**src/rtl/pipe_pkg.sv**
```systemverilog
// pipe_pkg: shared FSM state type and default widths/limits for the pipeline hazard controller
package pipe_pkg;
  localparam int REG_AW = 5;
  localparam int MEM_TIMEOUT = 16;
  typedef enum logic [1:0] {RUN = 2'd0, MEM_WAIT = 2'd1, ERR = 2'd2} state_e;
endpackage

```
**src/rtl/pipe_hazard_ctrl_hazard_detect.sv**
```systemverilog
// hazard_detect: combinational load-use compare; ports rs1_i/rs2_i/use_rs1_i/use_rs2_i (ID), rd_i/mem_read_i (EX), luh_o
module hazard_detect #(
  parameter int AW = 5
) (
  input  logic [AW-1:0] rs1_i,
  input  logic [AW-1:0] rs2_i,
  input  logic          use_rs1_i,
  input  logic          use_rs2_i,
  input  logic [AW-1:0] rd_i,
  input  logic          mem_read_i,
  output logic          luh_o
);
  assign luh_o = mem_read_i & (rd_i != '0) & ((use_rs1_i & (rs1_i == rd_i)) | (use_rs2_i & (rs2_i == rd_i)));
endmodule

```
**src/rtl/pipe_hazard_ctrl.sv**
```systemverilog
// pipe_hazard_ctrl: load-use/branch/mem-wait stall+flush control with timeout watchdog; inputs ID rs/use, EX rd/load/branch, MEM access/ready; outputs stalls, flushes, mem_err, state; HAZ_PERF_EN adds perf_* counters
module pipe_hazard_ctrl
  import pipe_pkg::*;
#(
  parameter int REG_AW = pipe_pkg::REG_AW,
  parameter int MEM_TIMEOUT = pipe_pkg::MEM_TIMEOUT,
  parameter int CNT_W = 8
) (
  input  logic              clk,
  input  logic              reset,
  input  logic [REG_AW-1:0] id_rs1,
  input  logic [REG_AW-1:0] id_rs2,
  input  logic              id_use_rs1,
  input  logic              id_use_rs2,
  input  logic [REG_AW-1:0] ex_rd,
  input  logic              ex_mem_read,
  input  logic              ex_br_taken,
  input  logic              mem_access,
  input  logic              mem_ready,
  output logic              stall_pc,
  output logic              stall_if_id,
  output logic              stall_id_ex,
  output logic              stall_ex_mem,
  output logic              flush_if_id,
  output logic              flush_id_ex,
  output logic              mem_err,
`ifdef HAZ_PERF_EN
  output logic [31:0]       perf_stall_cnt,
  output logic [31:0]       perf_flush_cnt,
  output logic [31:0]       perf_luh_cnt,
`endif
  output logic [1:0]        state
);
  state_e state_q, state_d;
  logic [CNT_W-1:0] cnt_q, cnt_d;
  logic err_q, err_d;
  logic luh, stall, fl_if, fl_idex, luh_fire;
  hazard_detect #(.AW(REG_AW)) u_hd (
    .rs1_i(id_rs1), .rs2_i(id_rs2), .use_rs1_i(id_use_rs1), .use_rs2_i(id_use_rs2),
    .rd_i(ex_rd), .mem_read_i(ex_mem_read), .luh_o(luh)
  );
  always_comb begin
    stall = 1'b0;
    fl_if = 1'b0;
    fl_idex = 1'b0;
    luh_fire = 1'b0;
    state_d = state_q;
    cnt_d = cnt_q;
    err_d = err_q;
    if (state_q == ERR) stall = 1'b1;
    else if (state_q == RUN && mem_access && !mem_ready) begin
      stall = 1'b1;
      state_d = MEM_WAIT;
      cnt_d = CNT_W'(1);
    end else if (state_q == MEM_WAIT && !mem_ready) begin
      stall = 1'b1;
      cnt_d = cnt_q + 1'b1;
      if (cnt_q == CNT_W'(MEM_TIMEOUT - 1)) begin
        state_d = ERR;
        err_d = 1'b1;
      end
    end else if (state_q == RUN || state_q == MEM_WAIT) begin
      // a taken branch flushes the dependent instruction, so it overrides the load-use stall
      state_d = RUN;
      cnt_d = '0;
      fl_if = ex_br_taken;
      fl_idex = ex_br_taken | luh;
      luh_fire = !ex_br_taken & luh;
    end else state_d = RUN;
  end
  assign stall_pc = !reset & (stall | luh_fire);
  assign stall_if_id = !reset & (stall | luh_fire);
  assign stall_id_ex = !reset & stall;
  assign stall_ex_mem = !reset & stall;
  assign flush_if_id = !reset & fl_if;
  assign flush_id_ex = !reset & fl_idex;
  assign mem_err = !reset & err_q;
  assign state = reset ? RUN : state_q;
  always_ff @(posedge clk) begin
    if (reset) begin
      state_q <= RUN;
      cnt_q <= '0;
      err_q <= 1'b0;
    end else begin
      state_q <= state_d;
      cnt_q <= cnt_d;
      err_q <= err_d;
    end
  end
`ifdef HAZ_PERF_EN
  always_ff @(posedge clk) begin
    if (reset) begin
      perf_stall_cnt <= '0;
      perf_flush_cnt <= '0;
      perf_luh_cnt <= '0;
    end else begin
      perf_stall_cnt <= perf_stall_cnt + 32'(stall_ex_mem && perf_stall_cnt != '1);
      perf_flush_cnt <= perf_flush_cnt + 32'(flush_if_id && perf_flush_cnt != '1);
      perf_luh_cnt <= perf_luh_cnt + 32'(luh_fire && perf_luh_cnt != '1);
    end
  end
`endif
endmodule
```
**config.mk**
```make
export PLATFORM = sky130hd
export DESIGN_NAME = pipe_hazard_ctrl
export DESIGN_NICKNAME = d
export VERILOG_FILES = /design/src/rtl/pipe_pkg.sv /design/src/rtl/pipe_hazard_ctrl_hazard_detect.sv /design/src/rtl/pipe_hazard_ctrl.sv
export SDC_FILE = /design/constraint.sdc
export NUM_CORES = 1
export LEC_CHECK = 0
export BUFFER_PORTS_ARGS = -buffer_cell sky130_fd_sc_hd__buf_4
export CAP_MARGIN = 20
export CORE_MARGIN = 5
export CORE_UTILIZATION = 28
export CTS_BUF_LIST = sky130_fd_sc_hd__clkbuf_16
export DETAILED_ROUTE_END_ITERATION = 16
export GPL_TIMING_DRIVEN = 0
export SKIP_LAST_GASP = 1
export SYNTH_ARGS = -nofsm -noshare
export SYNTH_HDL_FRONTEND = slang
export SYNTH_SLANG_ARGS = --single-unit
```
**constraint.sdc**
```tcl
create_clock -name clk -period 2.55 [get_ports clk]
set_clock_uncertainty 0.1 [all_clocks]
set_input_delay 0.765 -clock clk [delete_from_list [all_inputs] [get_ports clk]]
set_output_delay 0.765 -clock clk [all_outputs]
set_load 0.005 [all_outputs]
```
; ---- Word-level counts from Yosys, hierarchy flattened
; Cells that the tools add are included.
[op_classes]
addsub = 1
reduce_logical = 13
eq_ne = 6
bitwise = 15
n_mux = 22
[ops]
columns = operator, count
row1 = $mux 8, 3
row2 = $mux 1, 15
row3 = $and 1x1->1, 10
row4 = $eq 5x5->1, 2
row5 = $add 8x1->8 const B, 1
row6 = $eq 8x4->1 const B, 1
row7 = $mux 2, 4
row8 = $reduce_bool 5->1, 1
row9 = $reduce_and 2->1, 2
row10 = $reduce_and 4->1, 1
row11 = $logic_and 1x1->1, 3
row12 = $logic_not 1->1, 3
row13 = $ne 3x2->1 const B, 1
row14 = $or 1x1->1, 3
row15 = $reduce_bool 3->1, 1
row16 = $eq 2x1->1 const B, 1
row17 = $eq 2x2->1 const B, 1
row18 = $logic_not 2->1, 1
row19 = $not 1->1, 2
row20 = $logic_or 1x1->1, 1
[word_totals]
out_inout_bits = 9
register_bits = 11

; ---- Depth between registers and ports, before layout
[depth]
ltp_word = 11
ltp_mapped = 5
depth_no_buf = 5

; ---- By module
; From an unflattened synthesis, not the netlist that was laid out.
[hier_totals]
cells_unflattened = 85
hier_area_um2 = 734.5
[by_module_without_submodules]
columns = module, cells_per_inst, instances, seq_area_each_um2, area_per_inst_um2
row1 = pipe_hazard_ctrl, 68, 1, 220.2, 600.6
row2 = hazard_detect, 17, 1, 0.0, 133.9

; ---- Least setup slack after synthesis
; No wires, ideal clock.
[synth_timing]
kind = input -> output
from = in ex_rd[0]
to = out stall_pc
cell_stages = 5
setup_slack_ns = -0.049
arrival_time_ns = 1.734
t_required_ns = 1.685
cell_sequence = or4_1 -> o21ai_1 -> or4_1 -> o22ai_1 -> buf_4
[synth_via]
elab_chain_cells = 11
elab_cells_between_ends = 15
cone_classes = eq/ne (2) / mux (4) / bitwise (8) / reduce/logical (1)
[synth_rtl]
columns = item, line
row1 = start: declaration, pipe_hazard_ctrl.sv:15  ; input logic [REG_AW-1:0] ex_rd,
row2 = $eq 5x5->1, pipe_hazard_ctrl_hazard_detect.sv:13  ; assign luh_o = mem_read_i & (rd_i != '0) & ((use_rs1_i & (rs1_i == rd_i)) | (use_rs2_i & (rs2_i == rd_i)));
row3 = $and 1x1->1, pipe_hazard_ctrl_hazard_detect.sv:13
row4 = $or 1x1->1, pipe_hazard_ctrl_hazard_detect.sv:13
row5 = $and 1x1->1 (*), pipe_hazard_ctrl_hazard_detect.sv:13
row6 = $and 1x1->1 (*), pipe_hazard_ctrl.sv:68  ; luh_fire = !ex_br_taken & luh;
row7 = $mux 1 (*), pipe_hazard_ctrl.sv:62  ; end else if (state_q == RUN || state_q == MEM_WAIT) begin
row8 = $mux 1 (*), pipe_hazard_ctrl.sv:55  ; end else if (state_q == MEM_WAIT && !mem_ready) begin
row9 = $mux 1 (*), pipe_hazard_ctrl.sv:51  ; else if (state_q == RUN && mem_access && !mem_ready) begin
row10 = $mux 1 (*), pipe_hazard_ctrl.sv:50  ; if (state_q == ERR) stall = 1'b1;
row11 = $or 1x1->1 (*), -
row12 = $and 1x1->1 (*), -
row13 = end: declaration, pipe_hazard_ctrl.sv:20  ; output logic stall_pc,
; Mark *: on every way between the ends. The rest lies on a longest branch, timed or not.

; ---- Worst setup path in the final report
[layout_timing]
from = in ex_rd[0]
to = out stall_pc
[layout_via]
elab_chain_cells = 11
elab_cells_between_ends = 15
cone_classes = eq/ne (2) / mux (4) / bitwise (8) / reduce/logical (1)
[layout_rtl]
columns = item, line
row1 = $eq 5x5->1, pipe_hazard_ctrl_hazard_detect.sv:13
row2 = $and 1x1->1, pipe_hazard_ctrl_hazard_detect.sv:13
row3 = $or 1x1->1, pipe_hazard_ctrl_hazard_detect.sv:13
row4 = $and 1x1->1 (*), pipe_hazard_ctrl_hazard_detect.sv:13
row5 = $and 1x1->1 (*), pipe_hazard_ctrl.sv:68
row6 = $mux 1 (*), pipe_hazard_ctrl.sv:62
row7 = $mux 1 (*), pipe_hazard_ctrl.sv:55
row8 = $mux 1 (*), pipe_hazard_ctrl.sv:51
row9 = $mux 1 (*), pipe_hazard_ctrl.sv:50
row10 = $or 1x1->1 (*), pipe_hazard_ctrl.sv:71  ; assign stall_pc = !reset & (stall | luh_fire);
row11 = $and 1x1->1 (*), pipe_hazard_ctrl.sv:71
; Marked as above.

==> results.txt <==
- Transition time of the tightest slew-check pin: 463 ps
- Post-Synthesis Cell Area: 698 µm²
* Class of the worst hold path: reg2reg
* Count of synthesis-stage warnings from yosys: 0
* Routed Wire Length: 1790 µm
- Met2 wirelength from detailed routing: 857 µm
- Post-synth cell types: 33
- Dividing the detail-routed wire length by the instance count gives 12.0 µm.
- Sequential share of the synthesized area: 0.315
* Total negative slack: -647 ps
- Share of the clock period used by the worst path after layout: 1.11
- After the last flow step, the layout net total stands at 144.
- Entering global routing, the biggest net connects 11 pins.
- The number of hold-slack violations in the final timing report is 0.
- Vias in the first global route: 709
- After detailed routing, the number of vias per cell comes to 4.89.
- Mapped Avg Cell Area: 8.31 µm²
- The number of antenna violations at the first check in global routing is 0.
* Top metal layer carrying routed signals: met4
* Maximum Capacitance Violations: 0
- Count of inserted antenna diode cells: 0
- By area the synthesized netlist is led by sky130_fd_sc_hd__dfxtp_1, sky130_fd_sc_hd__xor2_1, sky130_fd_sc_hd__xnor2_1.
- The final number of max-transition violations came to 0.
- Fmax achieved: 354 MHz
* Final setup violation count: 3
* Antenna Violating Nets Remaining: 0
- Met1 WL: 694 µm
- Post-layout instance count excluding filler cells: 149
- At the worst endpoint, the arrival time is 1960 ps.
- Row generation in the floorplan step produced 18 rows.
* TritonCTS clock tree: yes
* DRC: 0
- Along the worst path, the maximum fanout reaches 3.
* Met3 layer wire length in the routed design: 202 µm
- Overall via count from detail_route: 729
- Post-CTS Hold Buffers: 0
- Measured on the finished design, the core utilization comes to 0.461.
- Max H-tree Level: 1
- Detailed Place HPWL: 1460 µm
- Number of instances in the synthesized netlist: 84
- During placement, the flow inserted port buffers numbering 31.
- The die covers 0.00359 mm².
- Headroom to the max-slew limit came out at 0.691.
- Relative to the synthesized area, the layout overhead comes to 60.8%.
- Core ar.: 0.00243 mm²
* Global routing usage summed across all routing layers: 0.107
- The checks that failed: setup timing.
- For this design the static power due to leakage is 0.000469 µW.
- The setup path with the least slack is of type in2out.
- STA classifies the critical path startpoint as an input pin.
- Net Count, Synth: 108
* Number of buffers created by CTS: 3
* Clock Root Buffer: sky130_fd_sc_hd__clkbuf_16
- Effective utilization at floorplan: 0.287
- The die is 59.9 µm wide.
- Clock latency reported for the late side of the worst-skew pair: 240 ps
* Top cell type's share of synthesized area: 0.315
- Number of filler cells placed in the layout: 247
* Global-route wire length before repair: 2900 µm
* Run status: finished, violations left
- Overall power of the completed layout: 547 µW
- Clock-pin slew was measured on the worst setup and hold paths at 40 ps.
- Placed instance count: 145
* Internal reg-to-reg setup slack: 1180 ps
* Fin crit period: 2830 ps
* Io pins: 32
- IR analysis of the VDD net gives a maximum drop of 0.500 mV.
- The clock net in this run drives a total of 11 sinks.
* RSZ-0062 raised after global routing: true
* Library cell occupying the most area in the post-synthesis netlist: sky130_fd_sc_hd__dfxtp_1
- Type of element capturing the critical path: output pin
- After the first detailed-routing iteration, the DRC count stood at 34.
- Global routing finished with a remaining overflow of 0.
- Dividing total power by cell area gives a power density of 488 mW/mm².
- Worst EP required: 1690 ps
- For this run, the detailed router's first-pass iteration total came to 4.
* Worst setup margin: -277 ps
- Routability-driven placement finished with a final weighted congestion of 0.763.
- Longest Clk Path Bufs: 2
* Fraction of layout instances using a drive strength above 1: 0.403
* Number of synthesized register bits: 11
- Die height: 59.9 µm
## path summary, 6_finish.rpt
kind | start | end | cells past startpoint
worst max register to register | cnt_q[0] | cnt_q[4] | 5
worst min register to register | err_q | err_q | 2
worst min-delay path | err_q | err_q | 2
worst max-delay path | ex_rd[0] | stall_pc | 7
## critical path, stage by stage
cell                      delay [ps]
sky130_fd_sc_hd__buf_8           100
sky130_fd_sc_hd__or4_4           520
sky130_fd_sc_hd__o21ai_2         140
sky130_fd_sc_hd__or4_4           150
sky130_fd_sc_hd__o22ai_4          60
sky130_fd_sc_hd__buf_6           130
sky130_fd_sc_hd__buf_6           100
## layout make-up
class                      count  area, µm²  area share
buffer                         4       28.8      0.0256
clock inverter                 1       3.75     0.00334
tap                           30       37.5      0.0334
inverter                       2       7.51     0.00669
timing repair buffer          31        251       0.224
multi-input combinational     67        498       0.444
sequential                    11        220       0.196
clock buffer                   3       75.1      0.0669
## logic make-up after synthesis
family                   after synthesis  synth area share
buffers and inverters                  6            0.0448
XOR/XNOR                              14             0.176
AO/OA/AOI/OAI                         15             0.136
flip-flops                            11             0.315
multiplexers                           1            0.0143
AND/OR/NAND/NOR                       36             0.296
adder cells (fa/ha/maj)                1            0.0179
## cell usage in the layout (no fill, tap or decap), types with 2 or more instances in the layout
cell type and instances:
sky130_fd_sc_hd__nor2_1 8, sky130_fd_sc_hd__or4_4 2, sky130_fd_sc_hd__buf_6 4, sky130_fd_sc_hd__o21ai_0 2, sky130_fd_sc_hd__a21oi_1 4, sky130_fd_sc_hd__nor4_2 2
sky130_fd_sc_hd__buf_4 28, sky130_fd_sc_hd__dfxtp_1 11, sky130_fd_sc_hd__clkbuf_16 3, sky130_fd_sc_hd__nor4_1 2, sky130_fd_sc_hd__inv_1 3, sky130_fd_sc_hd__xor2_1 9
sky130_fd_sc_hd__or3_1 2, sky130_fd_sc_hd__o21bai_1 2, sky130_fd_sc_hd__xnor2_1 5, sky130_fd_sc_hd__nand2b_1 2, sky130_fd_sc_hd__nor2b_1 6, sky130_fd_sc_hd__a22oi_1 2
sky130_fd_sc_hd__and3_1 2
## flip-flops by register name, indices dropped and copies added (netlist names)
register  cells
cnt_q         8
err_q         1
state_q       2
## through the flow
step | instance area [µm²] | hold WS (ps) | worst slack, ps
finish | 1120 | 353 | -277
global route | 1120 | 389 | -320
CTS | 1060 | 359 | -328
detailed placement | 968 | 353 | -352
global placement | 968 | 343 | -357
floorplan | 698 | 332 | -49.0
## cells in the mapped netlist
master                     count
sky130_fd_sc_hd__nor4_1        4
sky130_fd_sc_hd__and2_2        1
sky130_fd_sc_hd__nor2_1        9
sky130_fd_sc_hd__nand2b_1      2
sky130_fd_sc_hd__o22ai_1       1
sky130_fd_sc_hd__o21ai_1       1
sky130_fd_sc_hd__a22oi_1       2
sky130_fd_sc_hd__nor2b_1       6
sky130_fd_sc_hd__or4_1         2
sky130_fd_sc_hd__inv_1         2
sky130_fd_sc_hd__o21a_1        1
sky130_fd_sc_hd__mux2i_1       1
sky130_fd_sc_hd__a21oi_1       4
sky130_fd_sc_hd__or3_1         2
sky130_fd_sc_hd__buf_4         2
sky130_fd_sc_hd__a32oi_1       1
sky130_fd_sc_hd__o21bai_1      3
sky130_fd_sc_hd__buf_2         1
sky130_fd_sc_hd__xor2_1        9
sky130_fd_sc_hd__o21ai_0       2
sky130_fd_sc_hd__clkbuf_1      1
sky130_fd_sc_hd__xnor2_1       5
sky130_fd_sc_hd__nor3b_1       1
sky130_fd_sc_hd__nor3_1        1
sky130_fd_sc_hd__nand4b_1      1
sky130_fd_sc_hd__dfxtp_1      11
sky130_fd_sc_hd__nand3_1       1
sky130_fd_sc_hd__and2_1        1
sky130_fd_sc_hd__nand4_1       1
sky130_fd_sc_hd__nand2_1       1
sky130_fd_sc_hd__and3_1        2
sky130_fd_sc_hd__nand3b_1      1
sky130_fd_sc_hd__ha_1          1
## timing repair
| action | CTS | global route |
|---|---|---|
| pin swaps | 3 | 3 |
| resized for setup | 4 | 14 |
| setup buffers | 0 | 0 |
| endpoints found under the setup margin | 4 | 5 |
## layer usage
metal / up-vias / track usage
met4: 0 / 0.0475
met1: 322 / 0.119
li1: 366 / -
met2: 36 / 0.173
met3: 5 / 0.0497
met5: - / 0
## power by group
group | internal, µW | switching [µW] | total, µW | leakage (µW)
clock network | 206 | 76.3 | 282 | 0.0000423
logic | 53.7 | 35.1 | 88.8 | 0.000338
registers | 174 | 2.31 | 177 | 0.0000889
total | 434 | 114 | 547 | 0.000469
(Power assumes the default switching activity.)
